### src/rtl/demux_dispatch_ctrl.sv
// ---------------------------------------------------------------------------
// demux_dispatch_ctrl
//
// Scheduler in front of the three decryption channels. Incoming ciphertext
// words are tagged with a destination channel and queued in a small word
// FIFO. A two-state FSM pops one word at a time and serializes it, most
// significant byte first, onto the selected channel with a valid/ready
// handshake. Words tagged with channel 3 are discarded and counted.
//
// Ports:
//   clk_sys       system clock, rising edge
//   rst_n         synchronous active-low reset
//   word_i        input ciphertext word (MST_DWIDTH)
//   sel_i         destination channel for word_i (3 = invalid, dropped)
//   valid_i       word_i/sel_i valid
//   ready_o       FIFO can accept a word (combinational, !full)
//   chN_data_o    channel N byte (registered, N = 0..2)
//   chN_valid_o   channel N byte valid (registered)
//   chN_ready_i   channel N accepts the byte
//   busy_o        FSM sending or FIFO holding words
//   fifo_level_o  number of words stored in the FIFO
//   drop_cnt_o    saturating count of words dropped with sel = 3
// ---------------------------------------------------------------------------
module demux_dispatch_ctrl #(
    parameter int MST_DWIDTH = 32,
    parameter int SYS_DWIDTH = 8,
    parameter int FIFO_DEPTH = 4
) (
    input  logic                          clk_sys,
    input  logic                          rst_n,
    input  logic [MST_DWIDTH-1:0]         word_i,
    input  logic [1:0]                    sel_i,
    input  logic                          valid_i,
    output logic                          ready_o,
    output logic [SYS_DWIDTH-1:0]         ch0_data_o,
    output logic [SYS_DWIDTH-1:0]         ch1_data_o,
    output logic [SYS_DWIDTH-1:0]         ch2_data_o,
    output logic                          ch0_valid_o,
    output logic                          ch1_valid_o,
    output logic                          ch2_valid_o,
    input  logic                          ch0_ready_i,
    input  logic                          ch1_ready_i,
    input  logic                          ch2_ready_i,
    output logic                          busy_o,
    output logic [$clog2(FIFO_DEPTH):0]   fifo_level_o,
    output logic [7:0]                    drop_cnt_o
);

    localparam int NUM_BYTES = MST_DWIDTH / SYS_DWIDTH;
    localparam int IDX_W     = (NUM_BYTES > 1) ? $clog2(NUM_BYTES) : 1;
    localparam int PTR_W     = $clog2(FIFO_DEPTH);
    localparam int LVL_W     = PTR_W + 1;
    localparam int ENTRY_W   = MST_DWIDTH + 2;

    localparam logic [1:0] SEL_DROP = 2'd3;

    localparam logic [0:0] S_IDLE = 1'b0;
    localparam logic [0:0] S_SEND = 1'b1;

    // Word FIFO storage and bookkeeping
    logic [ENTRY_W-1:0]    fifo_mem [FIFO_DEPTH];
    logic [PTR_W-1:0]      wr_ptr_q;
    logic [PTR_W-1:0]      rd_ptr_q;
    logic [LVL_W-1:0]      level_q;
    logic                  fifo_full;
    logic                  fifo_empty;
    logic                  push;
    logic                  pop;
    logic [ENTRY_W-1:0]    head;
    logic [1:0]            head_sel;
    logic [MST_DWIDTH-1:0] head_word;

    // Serializer state
    logic [0:0]            state_q;
    logic [MST_DWIDTH-1:0] shift_q;
    logic [IDX_W-1:0]      idx_q;
    logic [1:0]            cur_sel_q;
    logic [7:0]            drop_cnt_q;
    logic [SYS_DWIDTH-1:0] ch_data_q [3];
    logic [2:0]            ch_valid_q;
    logic [2:0]            ch_ready;
    logic                  sel_ready;

    assign fifo_full  = (level_q == LVL_W'(FIFO_DEPTH));
    assign fifo_empty = (level_q == '0);
    assign push       = valid_i && !fifo_full;
    // Only an idle FSM pops; the head is registered storage, so a word pushed
    // into an empty FIFO is always popped on a later edge.
    assign pop        = (state_q == S_IDLE) && !fifo_empty;

    assign head      = fifo_mem[rd_ptr_q];
    assign head_sel  = head[ENTRY_W-1 -: 2];
    assign head_word = head[MST_DWIDTH-1:0];

    assign ch_ready = {ch2_ready_i, ch1_ready_i, ch0_ready_i};

    // Only the ready of the channel currently being served matters.
    always_comb begin
        sel_ready = 1'b0;
        case (cur_sel_q)
            2'd0:    sel_ready = ch_ready[0];
            2'd1:    sel_ready = ch_ready[1];
            2'd2:    sel_ready = ch_ready[2];
            default: sel_ready = 1'b0;
        endcase
    end

    // Storage array carries no reset; the level counter alone defines validity.
    always_ff @(posedge clk_sys) begin
        if (push) begin
            fifo_mem[wr_ptr_q] <= {sel_i, word_i};
        end
    end

    // Pointers wrap naturally because the depth is a power of two.
    always_ff @(posedge clk_sys) begin
        if (!rst_n) begin
            wr_ptr_q <= '0;
            rd_ptr_q <= '0;
            level_q  <= '0;
        end else begin
            if (push) begin
                wr_ptr_q <= wr_ptr_q + PTR_W'(1);
            end
            if (pop) begin
                rd_ptr_q <= rd_ptr_q + PTR_W'(1);
            end
            case ({push, pop})
                2'b10:   level_q <= level_q + LVL_W'(1);
                2'b01:   level_q <= level_q - LVL_W'(1);
                default: level_q <= level_q;
            endcase
        end
    end

    // shift_q holds the bytes still to be sent, left aligned, so the next
    // byte is always its top slice.
    always_ff @(posedge clk_sys) begin
        if (!rst_n) begin
            state_q    <= S_IDLE;
            shift_q    <= '0;
            idx_q      <= '0;
            cur_sel_q  <= '0;
            drop_cnt_q <= '0;
            ch_valid_q <= '0;
            for (int c = 0; c < 3; c++) begin
                ch_data_q[c] <= '0;
            end
        end else begin
            case (state_q)
                S_IDLE: begin
                    if (pop) begin
                        if (head_sel == SEL_DROP) begin
                            if (drop_cnt_q != 8'hFF) begin
                                drop_cnt_q <= drop_cnt_q + 8'd1;
                            end
                        end else begin
                            shift_q   <= head_word << SYS_DWIDTH;
                            idx_q     <= IDX_W'(NUM_BYTES - 1);
                            cur_sel_q <= head_sel;
                            for (int c = 0; c < 3; c++) begin
                                if (head_sel == 2'(c)) begin
                                    ch_data_q[c]  <= head_word[MST_DWIDTH-1 -: SYS_DWIDTH];
                                    ch_valid_q[c] <= 1'b1;
                                end
                            end
                            state_q <= S_SEND;
                        end
                    end
                end
                S_SEND: begin
                    if (sel_ready) begin
                        if (idx_q != '0) begin
                            shift_q <= shift_q << SYS_DWIDTH;
                            idx_q   <= idx_q - IDX_W'(1);
                            for (int c = 0; c < 3; c++) begin
                                if (cur_sel_q == 2'(c)) begin
                                    ch_data_q[c] <= shift_q[MST_DWIDTH-1 -: SYS_DWIDTH];
                                end
                            end
                        end else begin
                            ch_valid_q <= '0;
                            state_q    <= S_IDLE;
                        end
                    end
                end
            endcase
        end
    end

    assign ready_o      = !fifo_full;
    assign busy_o       = (state_q != S_IDLE) || !fifo_empty;
    assign fifo_level_o = level_q;
    assign drop_cnt_o   = drop_cnt_q;

    assign ch0_data_o  = ch_data_q[0];
    assign ch1_data_o  = ch_data_q[1];
    assign ch2_data_o  = ch_data_q[2];
    assign ch0_valid_o = ch_valid_q[0];
    assign ch1_valid_o = ch_valid_q[1];
    assign ch2_valid_o = ch_valid_q[2];

endmodule

### config.mk
export PLATFORM = sky130hd
export DESIGN_NAME = demux_dispatch_ctrl
export DESIGN_NICKNAME = d
export VERILOG_FILES = /design/src/rtl/demux_dispatch_ctrl.sv
export SDC_FILE = /design/constraint.sdc
export NUM_CORES = 1
export LEC_CHECK = 0
export BUFFER_PORTS_ARGS = -buffer_cell sky130_fd_sc_hd__buf_2
export CAP_MARGIN = 20
export CORE_MARGIN = 2
export CORE_UTILIZATION = 62
export CTS_CLUSTER_SIZE = 14
export DETAILED_ROUTE_END_ITERATION = 10
export PLACE_DENSITY = 0.83
export SYNTH_ARGS = -nofsm -noshare
export SYNTH_HDL_FRONTEND = slang
export SYNTH_SLANG_ARGS = --single-unit
### constraint.sdc
create_clock -name clk_sys -period 4.4 [get_ports clk_sys]
set_input_delay 0.22 -clock clk_sys [delete_from_list [all_inputs] [get_ports clk_sys]]
set_output_delay 0.22 -clock clk_sys [all_outputs]
set_load 0.03 [all_outputs]
==> results of run 1 <==
==> sequential cells by signal, summed over array words and instances (netlist names), named ones only <==
| register | flops |
|---|---|
| ch_data_q | 24 |
| ch_valid_q | 3 |
| cur_sel_q | 2 |
| drop_cnt_o | 8 |
| fifo_level_o | 3 |
| fifo_mem | 136 |
| idx_q | 2 |
| rd_ptr_q | 2 |
| shift_q | 24 |
| state_q | 1 |
| wr_ptr_q | 2 |
==> layout make-up <==
type / instances / share of cell area [%]
well taps: 172 / 2.25
multi-input cells: 217 / 21.2
clock buffers: 28 / 5.88
inverters: 29 / 1.14
flip-flops and latches: 209 / 60.5
repair buffers: 122 / 8.35
clock inverters: 8 / 0.641
==> worst register-to-register path, delay by kind of cell (launching register included) <==
kind | cells | cell delay, ps
compound gates | 1 | 320
flops | 1 | 1010
simple gates | 2 | 930
mux | 1 | 510
==> where the power goes <==
part / internal [mW] / switching, mW
clock: 0.948 / 0.676
sequential: 2.52 / 0.209
combinational: 0.693 / 1.11
==> logic make-up (layout without fill, tap and decap cells) <==
kind of cell    Yosys count  in the layout
flops                   209            209
fa+ha+maj                 8              8
buf+inv                  56            187
simple gates             68             68
xor+xnor                  5              5
mux                      53             53
compound gates           83             83
==> how the worst min path moves through the flow <==
stage | from | endpoint | slack, ps | cells past startpoint
2_1_floorplan | word_i[0] | fifo_mem[0][0] | 320 | 0
3_3_place_gp | word_i[8] | fifo_mem[1][8] | 430 | 1
3_5_place_dp | word_i[12] | fifo_mem[1][12] | 440 | 1
4_1_cts | valid_i | wr_ptr_q[1] | 200 | 4
5_1_grt | valid_i | wr_ptr_q[1] | 250 | 4
6_report | valid_i | wr_ptr_q[0] | 200 | 4
==> cells in the final DEF (no fill, tap or decap), types with 8 or more instances in the layout <==
cell type,instances
a21oi_1,11
a222oi_1,16
a22o_1,8
buf_2,81
clkbuf_16,21
dfxtp_1,48
dlygate4sd3_1,34
edfxtp_1,160
inv_1,28
mux2i_1,34
mux4_2,18
nand2_1,15
nor2_1,13
o221a_1,10
o2bb2ai_1,8
==> stage by stage <==
stage	cell area, um2	total power, mW	hold WS [ps]	setup WS, ps
after floorplan	8080	4.10	319	1720
after global placement	8590	4.43	428	1680
after detailed placement	8600	4.52	438	1580
after CTS	9560	6.17	196	1540
after global routing	9560	6.43	252	1320
final	9560	6.16	198	1480
==> routing by layer <==
metal	track usage, %	routed length (um)	vias to the layer above
met5	0	0	-
met2	39.1	7850	237
met1	30.9	6490	2335
met3	3.09	1080	42
li1	-	-	2147
met4	7.38	411	0
==> what timing repair did <==
action,4_1_cts,5_1_grt
endpoints found under the setup margin,0,0
setup buffers,0,0
hold buffers,34,0
endpoints found under the hold margin,136,0
==> results.json, run 1 <==
{
  "antenna_found_initial": 0,
  "multi_input_area_mm2": 0.00203,
  "first_iter_violations": 576,
  "wire_per_inst_um": 20.2,
  "muxShareOfSynthArea_pct": 9.40,
  "first_pass_iters": 5,
  "reg2reg_depth": 4,
  "powerDensity_mw_per_mm2": 644,
  "root_buffer": "clkbuf_16",
  "cts_resized": 0,
  "start_kind": "flip-flop",
  "grt_pass1_wl_um": 25300,
  "crit_arrival_ps": 3250,
  "clock_sinks": 209,
  "yosys.area.top_type_share_pct": 59.5,
  "cts.clk_slew.worst_paths_ps": 60,
  "tightest_slew_ps": 1040,
  "htree_levels": 1,
  "grt_max_degree": 49,
  "synth-seq-cells": 209,
  "numCtsBuffers": 20,
  "drc": 0,
  "cp_slowest_cell": "dfxtp_1",
  "placed_cells": 715,
  "finalCriticalPeriod_ps": 2920,
  "rows": 41,
  "num_vias": 4761,
  "syn-cell-area_mm2": 0.00808,
  "synth-main-ff-cell": "edfxtp_1",
  "synthXorXnorAreaFrac_pct": 0.542,
  "fin_crit_sh_pct": 66.4,
  "antenna_cells": 0,
  "via_per_inst": 6.06,
  "ys_types": 55,
  "worstSkewPairLatency_ps": 480,
  "io_buffers": 79,
  "path_cells": "mux4_2 -> nand2_2 -> and3_1 -> a22o_1",
  "path_depth": 4,
  "synth_compound_area_share_pct": 9.24,
  "vdd_drop_max_mv": 0.365,
  "synth.area.top_cells": "edfxtp_1, dfxtp_1, mux4_2, mux2i_1, a222oi_1",
  "yosysWarningCount": 0,
  "hpwl_um": 9600,
  "gp_congestion": 0.811,
  "yosysSeqAreaShare_pct": 71.6,
  "path_class": "flip-flop to flip-flop",
  "grt_overflow": 0,
  "crit_fanout": 20,
  "crit_buf_inv": 0,
  "cp_data_required_time_ps": 4730,
  "synth_fp_nets": 530,
  "relSlewSlack_pct": 30.8,
  "hp-class": "input port to flip-flop",
  "grt_pass1_vias": 4855,
  "outcome": "finished clean",
  "cts_tree": "built",
  "synth_top_cell_by_area": "edfxtp_1",
  "slew_violations": 0,
  "die_w_um": 118,
  "finalHoldViolations": 0,
  "routed_wl_um": 15800,
  "setup_viol": 0,
  "core_mm2": 0.0127,
  "final_core_util_pct": 75.5,
  "max_cap_viol_count": 0,
  "nFillCells": 752,
  "max_stage_delay_ps": 1010,
  "tns_ps": 0,
  "cp-endpoint": "ch_data_q[0][14]",
  "regArea_mm2": 0.00579,
  "start_util_pct": 63.8,
  "synth_edf_count": 160,
  "crit_path_end_kind": "flip-flop",
  "synthToLayoutAreaGrowth_pct": 18.3,
  "die_y_um": 118,
  "cts_max_path_buffers": 3,
  "syn_area_per_cell_um2": 16.8,
  "r2r_end": "ch_data_q[0][14]",
  "cp_top_family": "flip-flops",
  "r2r_slack_ps": 1480,
  "synthAdderAreaFrac_pct": 1.33,
  "synth_top_family_by_area": "multiplexers",
  "yosysMostFrequentCell": "edfxtp_1",
  "ant_nets": 0,
  "synthArstFlopShare_pct": 0,
  "ios": 80,
  "track_usage_pct": 22.9,
  "rsz0062_at_grt": "false",
  "fin_cells": 785,
  "p_leak_nw": 3.41,
  "fin_skew_ps": 7.68,
  "die-area_mm2": 0.0140,
  "fmax_ghz": 0.342,
  "synth-simple-area-share_pct": 4.58,
  "nNetsFinal": 647,
  "drive_above_1_share_pct": 24.1,
  "syn_inst": 482,
  "synth_top_cells_by_count": "edfxtp_1, dfxtp_1, mux2i_1, inv_1, mux4_2"
}
(Power assumes the default switching activity.)
==> inputs of run 2 (changes only) <==
--- a/config.mk
+++ b/config.mk
@@ -8,10 +8,10 @@
 export BUFFER_PORTS_ARGS = -buffer_cell sky130_fd_sc_hd__buf_2
 export CAP_MARGIN = 20
 export CORE_MARGIN = 2
-export CORE_UTILIZATION = 62
+export CORE_UTILIZATION = 53
 export CTS_CLUSTER_SIZE = 14
 export DETAILED_ROUTE_END_ITERATION = 10
-export PLACE_DENSITY = 0.83
+export PLACE_DENSITY = 0.76
 export SYNTH_ARGS = -nofsm -noshare
 export SYNTH_HDL_FRONTEND = slang
 export SYNTH_SLANG_ARGS = --single-unit
==> constraint.sdc (replaced) <==
create_clock -name clk_sys -period 2.55 [get_ports clk_sys]
set_input_delay 0.1275 -clock clk_sys [delete_from_list [all_inputs] [get_ports clk_sys]]
set_output_delay 0.1275 -clock clk_sys [all_outputs]
set_load 0.03 [all_outputs]
==> results.json, run 2 (synthesis gave the netlist of run 1 again) <==
{
  "outcome": "finished clean",
  "cp_data_required_time_ps": 2960,
  "placed_cells": 742,
  "track_usage_pct": 20.0,
  "routed_wl_um": 15900,
  "max_cap_viol_count": 0,
  "final_common_cell": "edfxtp_1",
  "grt_pass1_vias": 4893,
  "setup_viol": 0,
  "antenna_found_initial": 0,
  "grt_overflow": 0,
  "fin_crit_sh_pct": 93.2,
  "ant_nets": 0,
  "grt_max_degree": 41,
  "pwr-share-comb_pct": 29.6,
  "nNetsFinal": 659,
  "crit_arrival_ps": 2790,
  "finalHoldViolations": 0,
  "tightest_slew_ps": 913,
  "crit_fanout": 6,
  "drc": 0,
  "start_util_pct": 53.7,
  "hp-start": "valid_i",
  "cts_tree": "built",
  "antenna_cells": 0,
  "crit_path_end_kind": "flip-flop",
  "layout_common_cells": "edfxtp_1, buf_2, dfxtp_1, mux2i_1, dlygate4sd3_1",
  "drive_above_1_share_pct": 25.9,
  "powerDensity_mw_per_mm2": 1120,
  "rsz0062_at_grt": "false",
  "relSlewSlack_pct": 39.1,
  "p_switching_mw": 3.45,
  "via_per_inst": 5.78,
  "clock_sinks": 209,
  "die-area_mm2": 0.0162,
  "grt_pass1_wl_um": 25400,
  "fin_skew_ps": 22.9,
  "synthToLayoutAreaGrowth_pct": 20.3,
  "total_power_mw": 10.9,
  "top_layer": "met4",
  "cts_resized": 0,
  "ios": 80,
  "final_core_util_pct": 64.6,
  "r2r-start": "fifo_level_o[2]",
  "die_y_um": 127,
  "wl_met3_um": 942,
  "num_vias": 4706,
  "vdd_drop_max_mv": 0.675,
  "die_w_um": 127,
  "r2r_slack_ps": 170,
  "multi_input_area_mm2": 0.00203,
  "wire_per_inst_um": 19.5,
  "p_leak_nw": 3.49,
  "first_iter_violations": 388,
  "swShare_pct": 31.8,
  "m1WireLength_um": 6710,
  "fmax_ghz": 0.421,
  "first_pass_iters": 7,
  "crit_start": "fifo_level_o[2]",
  "numCtsBuffers": 21,
  "root_buffer": "clkbuf_16",
  "post-place-ws_ps": 167,
  "htree_levels": 1,
  "tns_ps": 0,
  "slew_violations": 0,
  "rows": 45,
  "start_kind": "flip-flop",
  "route.met2.wl_um": 7930,
  "biggestRegsByFlops": "fifo_mem (136), ch_data_q (24), shift_q (24)",
  "hp-class": "input port to flip-flop",
  "gp_congestion": 0.782,
  "internal_power_mw": 7.40,
  "finalCriticalPeriod_ps": 2380,
  "regMostFlops": "fifo_mem",
  "p_seq_share_pct": 42.9,
  "core_mm2": 0.0150,
  "path_class": "flip-flop to flip-flop",
  "cts_max_path_buffers": 3,
  "worstSkewPairLatency_ps": 500,
  "hpwl_um": 9510,
  "largest_register_ffs": 136,
  "clockPowerShare_pct": 27.5,
  "cts.clk_slew.worst_paths_ps": 60,
  "io_buffers": 79,
  "nFillCells": 1047,
  "setup_slack_ps": 175,
  "fin_cells": 814,
  "regArea_mm2": 0.00579
}
## run 2: cell types whose count changed in the layout (fill, tap and decap cells not counted)
cell | before | now
or3b_4 | 0 | 1
clkbuf_8 | 1 | 2
clkbuf_1 | 6 | 8
buf_2 | 81 | 79
clkinv_2 | 4 | 2
dfxtp_2 | 1 | 2
buf_4 | 7 | 20
clkinv_1 | 4 | 3
dfxtp_1 | 48 | 47
bufinv_16 | 1 | 2
inv_6 | 0 | 1
or3b_1 | 1 | 0
## run 2: per-stage QoR
stage	hold WS, ps	cell area, um2
floorplan	226	8080
global placement	336	8710
detailed placement	343	8710
CTS	104	9720
global route	105	9720
finish	107	9720
## run 2: what timing repair did
item	in CTS	in global routing
hold buffers	34	0
endpoints found under the hold margin	136	0
buffers inserted	0	0
## run 2: layout make-up
| type | instances | area share [%] |
|---|---|---|
| multi-input cells | 217 | 20.9 |
| inverters | 29 | 1.12 |
| clock buffers | 31 | 6.00 |
| well taps | 188 | 2.42 |
| clock inverters | 7 | 0.888 |
| repair buffers | 133 | 9.12 |
| flip-flops and latches | 209 | 59.6 |
## run 2: worst max-delay path, stage by stage (launching register included)
cell,delay (ps)
dfxtp_2,370
or3b_4,420
and2_1,210
inv_1,80
ha_1,180
inv_1,60
fa_1,380
xor2_1,150
or3_1,310
a21oi_1,150
## run 2: path summary, 6_finish.rpt
check,endpoint,depth (start not counted)
worst min register to register,shift_q[10],2
worst max-delay path,fifo_level_o[2],9
worst max register to register,fifo_level_o[2],9
worst min-delay path,wr_ptr_q[1],4
## run 2: per-layer routing
layer	track usage, %	vias up
met2	34.7	170
met1	26.7	2332
met5	0	-
met3	3.31	26
met4	4.59	0
li1	-	2178
## run 2: power by group through the flow
stage                     clock network (mW)  logic (mW)  registers (mW)
after global placement                     0        3.08            4.69
after global routing                    3.17        3.51            4.71
after detailed placement                   0        3.18            4.72
after CTS                               3.04        3.23            4.66
final                                   2.99        3.21            4.66
after floorplan                            0        2.17            4.91
